`src/rtl/riscv_perf_monitor.sv`:
```
// Performance statistics beside a RISC-V core: cycle, branch and misprediction
// counters (global and per watched PC), end-of-run detection and a read port.
module riscv_perf_monitor #(
  parameter int N_CH   = 4,
  parameter int CNT_W  = 32,
  parameter int ADDR_W = 32,
  parameter int IDX_W  = 4
) (
  input  logic                   CLK,
  input  logic                   RSTN,
  input  logic                   START,
  input  logic                   MEM_WR_EN,
  input  logic                   BR_VALID,
  input  logic [ADDR_W-1:0]      BR_PC,
  input  logic                   BR_MISPRED,
  input  logic [N_CH*ADDR_W-1:0] CH_PC,
  input  logic [N_CH-1:0]        CH_EN,
  input  logic                   RD_REQ,
  input  logic [IDX_W-1:0]       RD_IDX,
  output logic                   RD_ACK,
  output logic [CNT_W-1:0]       RD_BR,
  output logic [CNT_W-1:0]       RD_MISS,
  output logic [CNT_W-1:0]       CYCLES,
  output logic [CNT_W-1:0]       TOTAL_BR,
  output logic [CNT_W-1:0]       TOTAL_MISS,
  output logic [1:0]             STATE,
  output logic                   DONE_P,
  output logic                   OVF
);

  typedef enum logic [1:0] {
    S_IDLE = 2'b00,
    S_RUN  = 2'b01,
    S_DONE = 2'b10
  } state_t;

  localparam logic [CNT_W-1:0] CNT_MAX = {CNT_W{1'b1}};
  localparam logic [CNT_W-1:0] CNT_ONE = CNT_W'(1);

  state_t           state_q, state_d;
  logic             done_d;
  logic             hist_q;
  logic             run_cnt;
  logic             ovf_d;
  logic [CNT_W-1:0] cycles_q, tbr_q, tmiss_q;
  logic [CNT_W-1:0] cycles_d, tbr_d, tmiss_d;
  logic [CNT_W-1:0] ch_br_q   [N_CH];
  logic [CNT_W-1:0] ch_miss_q [N_CH];
  logic [CNT_W-1:0] ch_br_d   [N_CH];
  logic [CNT_W-1:0] ch_miss_d [N_CH];
  logic [CNT_W:0]   r_cyc, r_tbr, r_tmiss;
  logic [CNT_W:0]   r_chb [N_CH];
  logic [CNT_W:0]   r_chm [N_CH];
  logic [CNT_W-1:0] rd_br_d, rd_miss_d;

  // Returns {reached_max, next}; the counter sticks at CNT_MAX.
  function automatic logic [CNT_W:0] sat_inc(input logic [CNT_W-1:0] v,
                                             input logic en);
    logic [CNT_W-1:0] nxt;
    logic             hit;
    nxt = v;
    hit = 1'b0;
    if (en && (v != CNT_MAX)) begin
      nxt = v + CNT_ONE;
      hit = (v == (CNT_MAX - CNT_ONE));
    end
    return {hit, nxt};
  endfunction

  // START overrides everything, including a falling edge seen in the same cycle.
  always_comb begin
    state_d = state_q;
    done_d  = 1'b0;
    if (START) begin
      state_d = S_RUN;
    end else if (state_q == S_RUN && hist_q && !MEM_WR_EN) begin
      state_d = S_DONE;
      done_d  = 1'b1;
    end
  end

  assign run_cnt = (state_q == S_RUN) && !START;

  always_comb begin
    r_cyc   = sat_inc(cycles_q, run_cnt);
    r_tbr   = sat_inc(tbr_q, run_cnt && BR_VALID);
    r_tmiss = sat_inc(tmiss_q, run_cnt && BR_VALID && BR_MISPRED);
    ovf_d   = ovf_q_or_hits();
    for (int k = 0; k < N_CH; k++) begin
      r_chb[k] = sat_inc(ch_br_q[k], run_cnt && BR_VALID && CH_EN[k] &&
                         (BR_PC == CH_PC[k*ADDR_W +: ADDR_W]));
      r_chm[k] = sat_inc(ch_miss_q[k], run_cnt && BR_VALID && BR_MISPRED && CH_EN[k] &&
                         (BR_PC == CH_PC[k*ADDR_W +: ADDR_W]));
      ovf_d    = ovf_d | r_chb[k][CNT_W] | r_chm[k][CNT_W];
    end
    cycles_d = r_cyc[CNT_W-1:0];
    tbr_d    = r_tbr[CNT_W-1:0];
    tmiss_d  = r_tmiss[CNT_W-1:0];
    for (int k = 0; k < N_CH; k++) begin
      ch_br_d[k]   = r_chb[k][CNT_W-1:0];
      ch_miss_d[k] = r_chm[k][CNT_W-1:0];
    end
    if (START) begin
      cycles_d = '0;
      tbr_d    = '0;
      tmiss_d  = '0;
      ovf_d    = 1'b0;
      for (int k = 0; k < N_CH; k++) begin
        ch_br_d[k]   = '0;
        ch_miss_d[k] = '0;
      end
    end
  end

  function automatic logic ovf_q_or_hits();
    return OVF | r_cyc[CNT_W] | r_tbr[CNT_W] | r_tmiss[CNT_W];
  endfunction

  // Unknown channel indices read as zero.
  always_comb begin
    rd_br_d   = '0;
    rd_miss_d = '0;
    for (int k = 0; k < N_CH; k++) begin
      if (RD_IDX == IDX_W'(k)) begin
        rd_br_d   = ch_br_q[k];
        rd_miss_d = ch_miss_q[k];
      end
    end
  end

  always_ff @(posedge CLK or negedge RSTN) begin
    if (!RSTN) begin
      state_q  <= S_IDLE;
      DONE_P   <= 1'b0;
      hist_q   <= 1'b0;
      OVF      <= 1'b0;
      cycles_q <= '0;
      tbr_q    <= '0;
      tmiss_q  <= '0;
      for (int k = 0; k < N_CH; k++) begin
        ch_br_q[k]   <= '0;
        ch_miss_q[k] <= '0;
      end
    end else begin
      state_q  <= state_d;
      DONE_P   <= done_d;
      hist_q   <= MEM_WR_EN;
      OVF      <= ovf_d;
      cycles_q <= cycles_d;
      tbr_q    <= tbr_d;
      tmiss_q  <= tmiss_d;
      for (int k = 0; k < N_CH; k++) begin
        ch_br_q[k]   <= ch_br_d[k];
        ch_miss_q[k] <= ch_miss_d[k];
      end
    end
  end

  // Handshake: every RD_REQ sampled high is answered by exactly one RD_ACK
  // pulse on the next cycle; there is no ready/backpressure. Data holds between acks.
  always_ff @(posedge CLK or negedge RSTN) begin
    if (!RSTN) begin
      RD_ACK  <= 1'b0;
      RD_BR   <= '0;
      RD_MISS <= '0;
    end else begin
      RD_ACK <= RD_REQ;
      if (RD_REQ) begin
        RD_BR   <= rd_br_d;
        RD_MISS <= rd_miss_d;
      end
    end
  end

  assign STATE      = state_q;
  assign CYCLES     = cycles_q;
  assign TOTAL_BR   = tbr_q;
  assign TOTAL_MISS = tmiss_q;

endmodule

```
`config.mk`:
```
export PLATFORM = sky130hd
export DESIGN_NAME = riscv_perf_monitor
export DESIGN_NICKNAME = d
export VERILOG_FILES = /design/src/rtl/riscv_perf_monitor.sv
export SDC_FILE = /design/constraint.sdc
export NUM_CORES = 1
export LEC_CHECK = 0
export ABC_AREA = 1
export BUFFER_PORTS_ARGS = -buffer_cell sky130_fd_sc_hd__buf_2
export CAP_MARGIN = 40
export CORE_MARGIN = 5
export CORE_UTILIZATION = 48
export CTS_CLUSTER_DIAMETER = 30
export DETAILED_ROUTE_END_ITERATION = 16
export GPL_ROUTABILITY_DRIVEN = 1
export GPL_TIMING_DRIVEN = 1
export PLACE_DENSITY = 0.69
export SETUP_SLACK_MARGIN = 0.3
export SYNTH_ARGS = -nofsm -noshare
export SYNTH_HDL_FRONTEND = slang
export SYNTH_SLANG_ARGS = --single-unit
```
`constraint.sdc`:
```
create_clock -name CLK -period 6.3 [get_ports CLK]
set_clock_uncertainty 0.1 [all_clocks]
set_input_delay 1.26 -clock CLK [delete_from_list [all_inputs] [get_ports CLK]]
set_output_delay 1.26 -clock CLK [all_outputs]
set_load 0.02 [all_outputs]
```
# --- Word level (Yosys, flattened, before mapping) ---
# Index checks and enable logic that the tools add are counted.
classes:
  add_sub_neg: 11
  eq_ne: 30
  muxes: 40
  n_bitwise: 11
  reduce_logical: 47
ops:
  columns: ["op", "n"]
  rows:
  - ["$mux 32", 22]
  - ["$add 32x1->32 const B", 11]
  - ["$eq 32x32->1 const B", 11]
  - ["$ne 32x32->1 const B", 11]
  - ["$mux 128", 2]
  - ["$eq 32x32->1", 4]
  - ["$logic_and 1x1->1", 32]
  - ["$reduce_bool 2->1", 12]
  - ["$mux 1", 14]
  - ["$or 1x1->1", 11]
  - ["$eq 4x2->1 const B", 2]
  - ["$eq 4x1->1 const B", 1]
  - ["$logic_not 4->1", 1]
  - ["$mux 2", 2]
  - ["$eq 2x1->1 const B", 1]
  - ["$logic_not 1->1", 2]
word_totals:
  ff_bits: 422
  in_bits: 175
  output_inout_bits: 165
  wordCells: 157

# --- Logic depth before layout (Yosys ltp) ---
# Gate-level depths: netlist of the first run.
depth:
  word_depth: 16
  depth_mapped: 17
  depth_no_buf: 15

# --- Worst setup path after synthesis of the first run ---
# OpenSTA, ideal clock, no wires.
synth_timing:
  path_kind: "input to register"
  from: "input START"
  to: "register ch_br_q[20] (netlist bit)"
  setup_ps: 117
  t_arrival_ps: 2670
  t_required_ps: 6083
  slack_ps: 3413
  cell_stages: 12
  path_buffers: 2
  cell_sequence: "buf_6 > clkinv_4 > nand4_1 > nor2_1 > nand3_1 > nor2_4 > nand3_2 > buf_4 > nor3_2 > nand3_1 > nor2_1 > nor2_1"
synth_via:
  elab_chain_cells: 7
  word_cells_on_any_way: 8
synth_rtl:
  columns: ["item", "line", "text"]
  rows:
  - ["from (decl)", "11", "input logic START,"]
  - ["$logic_not 1->1", "82", "assign run_cnt = (state_q == S_RUN) && !START;"]
  - ["$logic_and 1x1->1", "82", null]
  - ["$logic_and 1x1->1 (3 in series)", "90", "r_chb[k] = sat_inc(ch_br_q[k], run_cnt && BR_VALID && CH_EN[k] &&"]
  - ["$logic_and 1x1->1", "63", "if (en && (v != CNT_MAX)) begin"]
  - ["$reduce_bool 2->1 (no source line)", null, null]
  - ["to (signal, indexed assignment)", "153", "ch_br_q[k] <= ch_br_d[k];"]
  - ["to (decl)", "47", "logic [CNT_W-1:0] ch_br_q [N_CH];"]
# Several ways; a longest one is shown, not always the timed one.
# A chain may end at the register's enable or synchronous reset.

# --- Final worst setup path of the first run ---
layout_timing:
  from: "input START"
  to: "register ch_br_q[9] (netlist bit)"
# The elaborated chain is that of the path after synthesis.

==> impl_metrics.toml, run 1 <==
[logic_synthesis]
synth-edff-count = 0
async_flop_share_pct = 100
ys_ff_latch = 422
ys.flop_type = "dfrtp_1"
synth_top_family_by_area = "simple AND/OR/NAND/NOR gates"
synth.mux.area_fraction_pct = 0.0362
postSynthCellCount = 4063
syn_nets = 4260
synth_compound_area_share_pct = 13.4
ys_warn_count = 0
ys_types = 55
synth.avg_cell_area_um2 = 6.81
synth-adder-area-share_pct = 0.994
synth-simple-area-share_pct = 34.7
synth_xor_area_share_pct = 3.45
seq_area_frac_synth_pct = 38.2
netlist_area_um2 = 27700

[timing]
post-route-period-util_pct = 60.2
fmax_ghz = 0.264
setup_viol = 0
rsz0062_at_grt = "no"
finalHoldViolCount = 0
tightest_slew_ns = 0.949
fin_crit_ns = 3.79
fin_setup_tns_ns = 0
slew_headroom_pct = 36.7
finalMaxSlewViolations = 0

[finish]
fin_area_um2 = 34000
layout.nets = 4601
drive_above_1_share_pct = 13.6
syn2layout_area_growth_pct = 22.8

[setup_path]
crit_path_end = "ch_br_q[9]$_DFFE_PN0P_"
reg2reg_depth = 12
crit_buf_inv = 2
r2r-end = "ch_miss_q[51]$_DFFE_PN0P_"
crit_required_ns = 6.73
cp-start-kind = "primary input"
crit_cells = 11
crit_chain = "buf_4 > inv_8 > nand4_1 > nor2_1 > nand3_1 > nor2_4 > nand3_2 > nor2_1 > a21oi_1 > a21oi_1 > nor2_1"
cp_slowest_cell = "nor2_1"
cp_max_fo = 88
critical_path_class = "primary input to flop"
endpoint_kind = "flop"
regToRegSetupSlack_ns = 3.03
cpPeakStageDelay_ns = 0.42
cpLargestDelayFamily = "simple AND/OR/NAND/NOR gates"
path_common_cell = "nor2_1"
crit_arrival_ns = 4.23
reg2reg_from = "ch_miss_q[33]$_DFFE_PN0P_"
crit_path_start = "START"

[clock_tree]
cts-hold-fix-buffers = 0
numCtsBuffers = 110
cts.sinks = 422
h-tree-depth = 3
post-cts-setup-buffer-count = 0
cts_root_buffer = "clkbuf_16"
cts_tree = "yes"
post_cts_resized = 0
clkLatencyLatePin_ns = 0.66
clk_pin_slew_worst_paths_ns = 0.05
cts_buffer_depth = 3

[drt]
ant_nets = 0
via_count = 29249
dr.pass1.iters = 6
drtIter0Drc = 2563
avgRoutedWirePerCell_um = 18.3
route.detailed.drc = 0
vias_per_cell = 5.55
finalWirelength_um = 96600

[pwr]
totalPowerFinal_uw = 9290
power_density_nw_per_um2 = 273
p_leak_uw = 0.0144
ir_worst_vdd_mv = 0.304

[floorplanning]
num_rows = 88
design.core.area_um2 = 57400
io_pins = 340
die-area_um2 = 62600
die_h_um = 250
initial_core_util_pct = 48.3
fp.dieW_um = 250

[min_path]
hold_path_class = "flop to flop"

[placement]
place_area_um2 = 30000
port_buffers = 339
dp_hpwl_um = 71500
gp_congestion = 0.982

[global_route]
antenna_found_initial = 1
grt_pass1_wl_um = 151000
grt_overflow = 0
grt_max_degree = 173
grt.total_usage_pct = 29.6
first_global_vias = 27455

[flow_run]
max-cap-violations = 0

[status]
status = "finished clean"
-- where the power goes --
group	total (µW)	internal (µW)	switching (µW)	leakage, µW
clock network	6040	4210	1840	0.00193
logic	486	140	346	0.00664
registers	2770	2740	21.4	0.00583
-- synth_stat cells (4+ instances only) --
library cell / count / share of area (%)
or2_2: 5 / 0.11
nor2_2: 9 / 0.20
buf_2: 24 / 0.43
ha_1: 22 / 0.99
nand2_2: 10 / 0.23
xor2_1: 74 / 2.3
nand2_1: 1017 / 14
and3_1: 7 / 0.16
nand4_1: 146 / 3.3
a21oi_1: 138 / 2.5
clkbuf_2: 5 / 0.090
inv_1: 516 / 7.0
nor4_1: 46 / 1.0
o21a_1: 10 / 0.27
inv_2: 5 / 0.068
and2_1: 5 / 0.11
o31ai_1: 35 / 0.95
buf_1: 14 / 0.19
nand3_2: 5 / 0.18
nor2_4: 4 / 0.16
a31oi_1: 40 / 0.90
o21ai_0: 293 / 5.3
nor3_1: 215 / 3.9
a21boi_0: 4 / 0.11
o21ai_1: 20 / 0.36
nor3b_1: 6 / 0.16
nand3_1: 187 / 3.4
dfrtp_1: 422 / 38
xnor2_1: 35 / 1.1
nand3b_1: 9 / 0.24
o22ai_1: 72 / 1.6
nor2_1: 513 / 7.0
clkbuf_1: 67 / 0.91
a221oi_1: 34 / 1.1
nor3_2: 8 / 0.29
buf_6: 8 / 0.33
buf_4: 7 / 0.19
-- worst register-to-register path, stage by stage (launching register included) --
cell,delay [ns]
dfrtp_1,0.52
ha_1,0.25
inv_1,0.14
nor2_1,0.21
nand4_1,0.20
nor2_1,0.19
nand3_1,0.19
nand4_2,0.16
buf_4,0.32
nand2_2,0.35
inv_2,0.36
nand2_1,0.08
o31ai_1,0.09
-- worst min-delay path by stage --
stage	from	end	slack (ns)	cells after the start
5_1_grt	RD_MISS[25]$_DFFE_PN0P_	RD_MISS[25]$_DFFE_PN0P_	0.41	2
2_1_floorplan	ch_br_q[14]$_DFFE_PN0P_	ch_br_q[14]$_DFFE_PN0P_	0.36	1
4_1_cts	RD_BR[6]$_DFFE_PN0P_	RD_BR[6]$_DFFE_PN0P_	0.38	2
3_5_place_dp	RD_BR[6]$_DFFE_PN0P_	RD_BR[6]$_DFFE_PN0P_	0.37	2
3_3_place_gp	RD_BR[6]$_DFFE_PN0P_	RD_BR[6]$_DFFE_PN0P_	0.36	2
6_report	RD_BR[6]$_DFFE_PN0P_	RD_BR[6]$_DFFE_PN0P_	0.37	2
-- layout make-up --
| type | instances | area (µm²) |
|---|---|---|
| repair buffers | 354 | 1900 |
| clock buffers | 136 | 3010 |
| clock inverters | 73 | 1010 |
| multi-input cells | 2993 | 14600 |
| well taps | 765 | 957 |
| flip-flops and latches | 422 | 10600 |
| inverters | 523 | 1970 |
| diodes | 1 | 2.50 |
| fillers | 5434 | 23400 |
-- flip-flops by register name, indices dropped and copies added (netlist names) --
register and cells:
ch_miss_q 128, TOTAL_MISS 32, hist_q 1, RD_MISS 32, CYCLES 32, RD_ACK 1
DONE_P 1, TOTAL_BR 32, STATE 2, RD_BR 32, OVF 1, ch_br_q 128
-- placed cells by master (no fill, tap or decap), types with 138 or more instances in the layout --
| cell | count |
|---|---|
| nor3_1 | 215 |
| dfrtp_1 | 422 |
| inv_1 | 515 |
| nor2_1 | 513 |
| o21ai_0 | 293 |
| nand2_1 | 1016 |
| nand4_1 | 146 |
| nand3_1 | 186 |
| buf_2 | 337 |
| a21oi_1 | 138 |
-- cell families (layout without fill, tap and decap cells) --
| family | Yosys count | count (layout) |
|---|---|---|
| other | 0 | 1 |
| adders and majority gates | 22 | 22 |
| AOI/OAI and AO/OA | 658 | 658 |
| DFF | 422 | 422 |
| muxes | 1 | 1 |
| and+or+nand+nor | 2203 | 2203 |
| xor gates and xnor gates | 109 | 109 |
| buffers and inverters | 648 | 1086 |
-- metrics by stage --
stage,cells,setup slack [ns],util [%],hold slack [ns]
after CTS,5266,2.60,59.2,0.379
after detailed placement,5057,1.98,52.2,0.369
final,5267,2.51,59.2,0.374
after global placement,5055,2.01,52.2,0.362
after global routing,5266,2.35,59.2,0.408
after floorplan,4063,3.41,-,0.356
-- layer usage --
layer / global-route usage (%) / vias up / part of all wire, %
met1: 41.9 / 13655 / 44
met3: 7.65 / 186 / 9.1
met4: 8.16 / 0 / 2.7
met5: 0 / - / 0
met2: 45.3 / 1205 / 44
li1: - / 14203 / -
(Power assumes the default switching activity.)
==> inputs of run 2 (changes only) <==
Clock period 6.3 ns to 3.89 ns, I/O delays scaled along.
==> run 2 against run 1 <==
Compared with the run above:
- the flow now finishes with violations (hold timing)
- critical path depth is the same
- largest power group unchanged
- critical endpoint is now ch_miss_q[54]$_DFFE_PN0P_
- die area is the same
- highest routed layer unchanged
- sequential share of layout area grew 0.21 points
- wire length grew 2.0%
==> impl_metrics.toml, run 2 (synthesized netlist as in run 1, its figures left out) <==
[finish]
final_common_cell = "nand2_1"
fin_area_um2 = 33800
mostFrequentLayoutCells = "1,016 x nand2_1, 515 x inv_1, 513 x nor2_1"
multiInputGateArea_um2 = 14600
syn2layout_area_growth_pct = 22.0
diodes = 0
fillers = 5466
drive_above_1_share_pct = 13.4
seq_area_um2 = 10600
layout.nets = 4607
reg_top3 = "ch_br_q: 128 flops, ch_miss_q: 128 flops"
fin_util_pct = 58.8

[timing]
finalHoldViolCount = 9
fin_setup_tns_ns = 0
fin_crit_ns = 3.31
finalMaxSlewViolations = 0
setup_viol = 0
rsz0062_at_grt = "no"
fmax_ghz = 0.302
slew_headroom_pct = 44.9
post-route-period-util_pct = 85.0
whs_ns = -0.00365
tightest_slew_ns = 0.826

[floorplanning]
fp.dieW_um = 250
num_rows = 88
io_pins = 340
die_h_um = 250
design.core.area_um2 = 57400
die-area_um2 = 62600
initial_core_util_pct = 48.3

[clock_tree]
cts_root_buffer = "clkbuf_16"
clk_pin_slew_worst_paths_ns = 0.05
h-tree-depth = 3
numCtsBuffers = 107
cts_buffer_depth = 3
cts-hold-fix-buffers = 0
cts.sinks = 422
clkLatencyLatePin_ns = 0.66
post_cts_resized = 0
post-cts-setup-buffer-count = 0
cts_tree = "yes"

[drt]
vias_per_cell = 5.59
drtIter0Drc = 3371
ant_nets = 0
route.detailed.drc = 0
dr.pass1.iters = 8
via_count = 29455
finalWirelength_um = 98500
avgRoutedWirePerCell_um = 18.7

[placement]
port_buffers = 339
dp_hpwl_um = 73400
place_area_um2 = 30100
gp_congestion = 0.972

[global_route]
grt_overflow = 0
antenna_found_initial = 0
grt.total_usage_pct = 30.1
grt_pass1_wl_um = 153000
first_global_vias = 27104
grt_max_degree = 135

[min_path]
hold_path_class = "primary input to async pin"

[pwr]
power_density_nw_per_um2 = 422
p_leak_uw = 0.0144
ir_worst_vdd_mv = 0.392
totalPowerFinal_uw = 14300

[status]
status = "complete, but fails checks"
violations = "hold timing"

[setup_path]
crit_arrival_ns = 3.74
crit_required_ns = 4.32
cp_max_fo = 23
critical_path_class = "flop to flop"
endpoint_kind = "flop"
cp-start-kind = "flop"
reg2reg_depth = 11

[flow_run]
max-cap-violations = 0
==> run 2: layout make-up <==
cell class              count  area share, %
inverters                 523           5.84
flip-flops and latches    422           31.3
well taps                 765           2.84
clock inverters            45           1.60
clock buffers             155           9.31
multi-input cells        2993           43.2
repair buffers            363           5.97
==> run 2: through the flow <==
| stage | hold WS (ns) | setup slack, ns | cells |
|---|---|---|---|
| after detailed placement | 0.372 | 0.428 | 5066 |
| after global placement | 0.365 | 0.518 | 5065 |
| final | -0.00365 | 0.584 | 5266 |
| after CTS | 0.00518 | 0.668 | 5266 |
| after floorplan | 0.356 | 1.49 | 4063 |
| after global routing | 0.0240 | 0.412 | 5266 |
==> run 2: report_power, final <==
group          switching, µW  internal [µW]
Combinational            561            236
Sequential              42.1           4450
Clock                   2770           6200
Total                   3380          10900
==> run 2: routing by layer <==
metal  vias to the layer above  routed length [µm]  global-route usage [%]  part of all wire, %
met5                         -                   0                       0                    0
met4                         0                2860                    8.69                  2.9
met3                       187                9270                    5.98                  9.4
met2                      1368               42600                    44.9                   43
met1                     13683               43800                    44.7                   44
li1                      14217                   -                       -                    -
==> run 2: path summary, 6_finish.rpt <==
check                                           from                   endpoint  slack (ns)
max                        ch_miss_q[32]$_DFFE_PN0P_  ch_miss_q[54]$_DFFE_PN0P_        0.58
min in group CLK                           MEM_WR_EN           hist_q$_DFF_PN0_        0.18
min reg2reg                  RD_MISS[27]$_DFFE_PN0P_    RD_MISS[27]$_DFFE_PN0P_        0.38
max in group asynchronous                       RSTN      CYCLES[2]$_DFFE_PN0P_        2.76
max reg2reg                ch_miss_q[32]$_DFFE_PN0P_  ch_miss_q[54]$_DFFE_PN0P_        0.58
min                                             RSTN    ch_br_q[19]$_DFFE_PN0P_      -0.004
==> run 2: worst max-delay path: stages (launching register included) <==
cell and delay [ns]:
dfrtp_1 0.48, ha_1 0.27, inv_1 0.14, nor2_1 0.20, nand4_1 0.21, nor2_1 0.19
nand3_1 0.27, nand4_2 0.42, nand2_2 0.36, inv_2 0.36, nand2_1 0.08, o31ai_1 0.09
